## src/rtl/fifo_read_ctrl_pkg.sv

```systemverilog
// fifo_read_ctrl_pkg: shared widths, reset values and Gray-code helper for the FIFO read side
package fifo_read_ctrl_pkg;
  localparam int DEF_DATA_WIDTH = 8;
  localparam int DEF_ADDR_WIDTH = 6;
  localparam int DEF_AEMPTY_THRESH = 4;
  localparam logic RST_EMPTY = 1'b1;
  localparam logic RST_AEMPTY = 1'b1;
  localparam logic RST_VALID = 1'b0;
  function automatic logic [31:0] bin2gray(input logic [31:0] b);
    return b ^ (b >> 1);
  endfunction
endpackage

```

## src/rtl/fifo_gray2bin.sv

```systemverilog
// fifo_gray2bin: Gray to binary conversion, each bit is the XOR of all Gray bits at or above it
module fifo_gray2bin #(
  parameter int W = 7
) (
  input  logic [W-1:0] gray_i,
  output logic [W-1:0] bin_o
);
  for (genvar i = 0; i < W; i++) begin : g_bit
    assign bin_o[i] = ^gray_i[W-1:i];
  end
endmodule

```

## src/rtl/fifo_read_ctrl.sv

```systemverilog
// fifo_read_ctrl: read-domain pointer, empty/level flags and registered FWFT output stage
module fifo_read_ctrl
  import fifo_read_ctrl_pkg::*;
#(
  parameter int DATA_WIDTH = DEF_DATA_WIDTH,
  parameter int ADDR_WIDTH = DEF_ADDR_WIDTH,
  parameter int AEMPTY_THRESH = DEF_AEMPTY_THRESH
) (
  input  logic                  rd_clk,
  input  logic                  rd_rst,
  input  logic [ADDR_WIDTH:0]   rq2_wptr,
  output logic [ADDR_WIDTH-1:0] rd_addr,
  input  logic [DATA_WIDTH-1:0] mem_data,
  output logic [ADDR_WIDTH:0]   rd_ptr,
  output logic                  rd_empty,
  output logic [ADDR_WIDTH:0]   rd_level,
  output logic                  rd_aempty,
  output logic                  m_valid,
  input  logic                  m_ready,
  output logic [DATA_WIDTH-1:0] m_data
);
  localparam int PW = ADDR_WIDTH + 1;
  logic [PW-1:0] rbin_q, rbin_d, rgray_q, rgray_d, level_q, level_d, wbin;
  logic empty_q, empty_d, aempty_q, aempty_d, valid_q, valid_d, pop;
  logic [DATA_WIDTH-1:0] data_q, data_d;
  fifo_gray2bin #(.W(PW)) u_wbin (
    .gray_i(rq2_wptr),
    .bin_o (wbin)
  );
  // pop only when a word is available and the output slot is free or draining; flags judge the post-pop pointer
  always_comb begin
    pop = ~empty_q & (~valid_q | m_ready);
    rbin_d = rbin_q + PW'(pop);
    rgray_d = PW'(bin2gray(32'(rbin_d)));
    empty_d = rgray_d == rq2_wptr;
    level_d = wbin - rbin_d;
    aempty_d = level_d <= PW'(AEMPTY_THRESH);
    valid_d = pop | (valid_q & ~m_ready);
    data_d = pop ? mem_data : data_q;
  end
  // state registers with synchronous reset
  always_ff @(posedge rd_clk) begin
    if (rd_rst) begin
      rbin_q <= '0;
      rgray_q <= '0;
      level_q <= '0;
      empty_q <= RST_EMPTY;
      aempty_q <= RST_AEMPTY;
      valid_q <= RST_VALID;
      data_q <= '0;
    end else begin
      rbin_q <= rbin_d;
      rgray_q <= rgray_d;
      level_q <= level_d;
      empty_q <= empty_d;
      aempty_q <= aempty_d;
      valid_q <= valid_d;
      data_q <= data_d;
    end
  end
  assign rd_addr = rbin_q[ADDR_WIDTH-1:0];
  assign rd_ptr = rgray_q;
  assign rd_empty = empty_q;
  assign rd_level = level_q;
  assign rd_aempty = aempty_q;
  assign m_valid = valid_q;
  assign m_data = data_q;
endmodule

```

## config.mk

```make
export PLATFORM = sky130hd
export DESIGN_NAME = fifo_read_ctrl
export DESIGN_NICKNAME = d
export VERILOG_FILES = /design/src/rtl/fifo_read_ctrl_pkg.sv /design/src/rtl/fifo_gray2bin.sv /design/src/rtl/fifo_read_ctrl.sv
export SDC_FILE = /design/constraint.sdc
export NUM_CORES = 1
export LEC_CHECK = 0
export CORE_MARGIN = 2
export CORE_UTILIZATION = 47
export DETAILED_ROUTE_END_ITERATION = 6
export MAX_ROUTING_LAYER = met4
export PLACE_DENSITY = 0.8
export SYNTH_ARGS = -nofsm -noshare
export SYNTH_HDL_FRONTEND = slang
export SYNTH_HIERARCHICAL = 1
export SYNTH_SLANG_ARGS = --single-unit
```

## constraint.sdc

```tcl
create_clock -name rd_clk -period 5.01 [get_ports rd_clk]
set_clock_uncertainty 0.2 [all_clocks]
set_input_delay 0.7515 -clock rd_clk [delete_from_list [all_inputs] [get_ports rd_clk]]
set_output_delay 0.7515 -clock rd_clk [all_outputs]
set_load 0.01 [all_outputs]
```

==> After elaboration in Yosys (flattened, before gate mapping) <==
Cells that the tools add are included.
{ "totals": {"ff_bits": 32, "inputBits": 18, "wordCells": 25} }
{ "classes": {"n_reduce_logical": 6, "bitwise_logic": 8, "n_lt_le_gt_ge": 1, "n_eq_ne": 1, "add_sub_neg": 2} }
{ "op_table": {"columns": ["operator", "count"], "rows": [
  ["$add A7 B1 Y7", 1],
  ["$eq A7 B7 Y1", 1],
  ["$le A7 B3 Y1 const B", 1],
  ["$reduce_xor A7 Y1", 1],
  ["$sub A7 B7 Y7", 1],
  ["$xor A7 B6 Y7", 1],
  ["$reduce_xor A6 Y1", 1],
  ["$reduce_xor A5 Y1", 1],
  ["$reduce_xor A4 Y1", 1],
  ["$not A1 Y1", 3],
  ["$reduce_xor A3 Y1", 1],
  ["$and A1 B1 Y1", 2],
  ["$or A1 B1 Y1", 2],
  ["$reduce_xor A2 Y1", 1]
]} }

==> Depth between registers and ports, before layout <==
{ "logic_depth": {"depth_word": 6, "depth_mapped": 13} }

==> Modules after synthesis <==
Netlist, hierarchy kept.
{ "modules_own_cells": {"columns": ["mod", "cells_each", "n_inst", "seq_area_each_um2", "area_each_um2"], "rows": [
  ["fifo_read_ctrl", 154, 1, 620.6, 1527.7],
  ["fifo_gray2bin", 10, 1, 0.0, 125.1]
]} }

==> Worst setup path before layout <==
No wires, ideal clock.
{ "synth_path": {"kind": "input to register", "start": "in m_ready", "end": "reg aempty_q, in the netlist rd_aempty", "required_time_ns": 4.723, "arrival_ns": 3.657, "cell_stages": 13, "n_path_buf": 1, "path_slack_ns": 1.066, "cell_sequence": "nand2b_1 nor2b_1 clkbuf_1 ha_1 xnor2_1 ha_1 nor2b_1 or3_2 a221o_1 a22oi_2 xor2_1 nor2_1 nor4b_2"} }
{ "synth_between": {"elab_chain_cells": 5} }
{ "synth_rtl": {"columns": ["element", "line", "text"], "rows": [
  ["from (decl)", "fifo_read_ctrl.sv:19", "input logic m_ready,"],
  ["$or A1 B1 Y1", "fifo_read_ctrl.sv:32", "pop = ~empty_q & (~valid_q | m_ready);"],
  ["$and A1 B1 Y1", "fifo_read_ctrl.sv:32", null],
  ["$add A7 B1 Y7", "fifo_read_ctrl.sv:33", "rbin_d = rbin_q + PW'(pop);"],
  ["$sub A7 B7 Y7", "fifo_read_ctrl.sv:36", "level_d = wbin - rbin_d;"],
  ["$le A7 B3 Y1", "fifo_read_ctrl.sv:37", "aempty_d = level_d <= PW'(AEMPTY_THRESH);"],
  ["to (signal assigned)", "fifo_read_ctrl.sv:56", "aempty_q <= aempty_d;"],
  ["to (decl)", "fifo_read_ctrl.sv:24", "logic empty_q, empty_d, aempty_q, aempty_d, valid_q, valid_d, pop;"]
]} }
No other way between the ends.
A chain may end at the register's enable or synchronous reset.

==> Final worst setup path <==
{ "layout_path": {"start": "in rq2_wptr[6]", "end": "reg aempty_q, in the netlist rd_aempty"} }
{ "layout_between": {"elab_chain_cells": 3} }
{ "layout_rtl": {"columns": ["element", "line", "text"], "rows": [
  ["from (decl)", "fifo_read_ctrl.sv:11", "input logic [ADDR_WIDTH:0] rq2_wptr,"],
  ["$reduce_xor A6 Y1", "fifo_gray2bin.sv:9", "assign bin_o[i] = ^gray_i[W-1:i];"],
  ["named net wbin[1]", "fifo_read_ctrl.sv:23", "logic [PW-1:0] rbin_q, rbin_d, rgray_q, rgray_d, level_q, level_d, wbin;"],
  ["$sub A7 B7 Y7", "fifo_read_ctrl.sv:36", null],
  ["$le A7 B3 Y1", "fifo_read_ctrl.sv:37", null]
]} }
The timed path passes the listed nets, and every way through them passes these cells.

==> flow_metrics.tcl <==
set metrics [dict create \
    grt_pass1_vias 1304 \
    start_kind "input port" \
    synth-main-ff-cell "dfxtp_1" \
    p_leak_nw 0.9064 \
    fin_area_um2 2241 \
    drive_gt1_share_pct 10.23 \
    avgViaCountPerCell 4.973 \
    wirelength_mm 3.492 \
    synth_cells 164 \
    start_util_pct 49.14 \
    synthDistinctLibCells 43 \
    detail_route.first_pass.iterations 4 \
    maxSlewViolCount 0 \
    via_count 1298 \
    ys_async_sr_fraction_pct 0 \
    final.setup.tns_ns 0 \
    clk_pin_slew_worst_paths_ns 0.10 \
    mostFrequentLayoutCell "clkdlybuf4s50_1" \
    timing.final.ws_setup_ns 1.066 \
    max_stage_delay_ns 0.57 \
    antenna_cells 0 \
    ys_seq_area_share_pct 37.55 \
    ir_drop_uv 167.4 \
    dp_hpwl_mm 2.702 \
    power.density_nw_per_um2 323.1 \
    routedWlPerCell_um 13.38 \
    period_needed_ns 3.944 \
    htreeDepth 2 \
    synthesis.area_um2 1653 \
    critical_path_class "in2reg" \
    place.gp.congestion 0.7732 \
    grt_setup_unrepaired "false" \
    ctsResizeCount 0 \
    cts_root_buf "clkbuf_4" \
    status "finished, final reports clean" \
    grtUsageTotal_pct 19.74 \
    clockBufferDepth 2 \
    yosysWarnings 6 \
    ioPinCount 49 \
    clock-sinks 31 \
    max_cap_violations 0 \
    fp.coreArea_um2 3363 \
    clock.fmax_mhz 253.6 \
    cts_buffers 5 \
    hold_viol 0 \
    grt.overflow.total 0 \
    drcViolationCount 0 \
    final_nets 238 \
    cts_tree "built" \
    worst-path-buf-inv 1 \
    crit_path_cell_trace "clkdlybuf4s50_1 > xnor3_2 > xnor2_1 > ha_1 > nor2b_1 > or3_2 > a221o_1 > a22oi_2 > xor2_1 > nor2_1 > nor4b_2" \
    clock_latency_ns 0.32 \
    post-place-ws_ns 0.7293 \
    drt_iter0_markers 23 \
    grt_max_degree 32 \
    row_count 21 \
    worstMarginPinSlew_ns 1.069 \
    postCtsHoldBufs 0 \
    ant_nets 0 \
    synthToLayoutAreaGrowth_pct 35.58 \
    cp_slowest_cell "clkdlybuf4s50_1" \
    die_h_um 63.30 \
    grt_pass1_wl_mm 6.023 \
    cp_top_family "simple AND/OR/NAND/NOR gates" \
    die-area_um2 4007 \
    synth_nets 188 \
    avgSynthCellArea_um2 10.08 \
    dpl-instance-area_um2 2155 \
    mostFrequentLayoutCells "clkdlybuf4s50_1, dfxtp_1, nor2_1" \
    die_w_um 63.30 \
    critPathRequiredTime_ns 5.05 \
    post-cts-setup-buffers 0 \
    finalCritPeriodShare_pct 78.72 \
    holdCritPathClass "reg2reg" \
    antenna_found_initial 0 \
    finalSetupViolations 0 \
    io_buffers 48 \
    critPathMaxFanout 5 \
    arrival_ns 3.98 \
    synth_edf_count 0 \
    max_slew_margin_pct 28.50 \
    yosys_register_bits 31 \
    worstSetupEndpointType "flip-flop" \
]
[synth_stat cells (3+ instances only)]
master,count,area (um2)
dfxtp_1,31,620.6
nor2_1,26,97.59
xnor2_1,18,157.7
mux2i_1,10,100.1
xor2_1,10,87.58
nor2b_1,7,43.79
a21oi_1,6,30.03
inv_1,6,22.52
ha_1,5,62.56
nand2_1,5,18.77
clkbuf_1,3,11.26
[stage by stage]
step	total power [mW]	utilization [%]	hold WS, ns	std cells
floorplan	0.4346	-	0.2756	164
global placement	0.5171	64.06	0.2580	253
detailed placement	0.5270	64.06	0.2526	253
CTS	0.7292	66.63	0.2649	261
global route	0.7663	66.63	0.2968	261
finish	0.7241	66.63	0.2703	261
[final cells by class]
cell class,count,area [um2]
repair buffers,49,488.0
fillers,298,1122
clock inverters,2,35.03
clock buffers,6,51.30
flip-flops and latches,31,620.6
multi-input cells,121,965.9
well taps,46,57.56
inverters,6,22.52
[routing by layer]
layer  vias up  share of wire (%)  track usage, %
li1        645                  -               -
met1       615                 45           24.41
met2        31                 49           31.38
met3         7                4.6           4.821
met4         0                1.5           7.337
met5         -                  0               -
[registers in the layout, summed over array words and instances, names as in the netlist]
register,cells
m_data,8
rbin_q,7
rd_level,7
m_valid,1
rd_aempty,1
rd_empty,1
rd_ptr,6
[kinds of logic after synthesis]
group                      after synthesis  share of synthesized area [%]
adders and majority gates                8                          6.283
DFF                                     31                          37.55
AOI/OAI and AO/OA                       18                          7.949
buffers and inverters                   12                          4.012
xor gates and xnor gates                34                          22.71
and+or+nand+nor                         51                          15.44
muxes                                   10                          6.056
[power breakdown]
group	total (mW)	switching, mW	internal [mW]	leakage [nW]
logic	0.238	0.109	0.129	0.603
clock network	0.203	0.0856	0.118	0.0482
registers	0.283	0.00991	0.273	0.255
[worst paths after layout]
check	start	to	slack, ns	cells after the start
max reg2reg	m_valid	rd_aempty	1.67	12
min reg2reg	rd_empty	m_valid	0.27	1
min	rd_empty	m_valid	0.27	1
max	rq2_wptr[6]	rd_aempty	1.07	11
(Power assumes the default switching activity.)
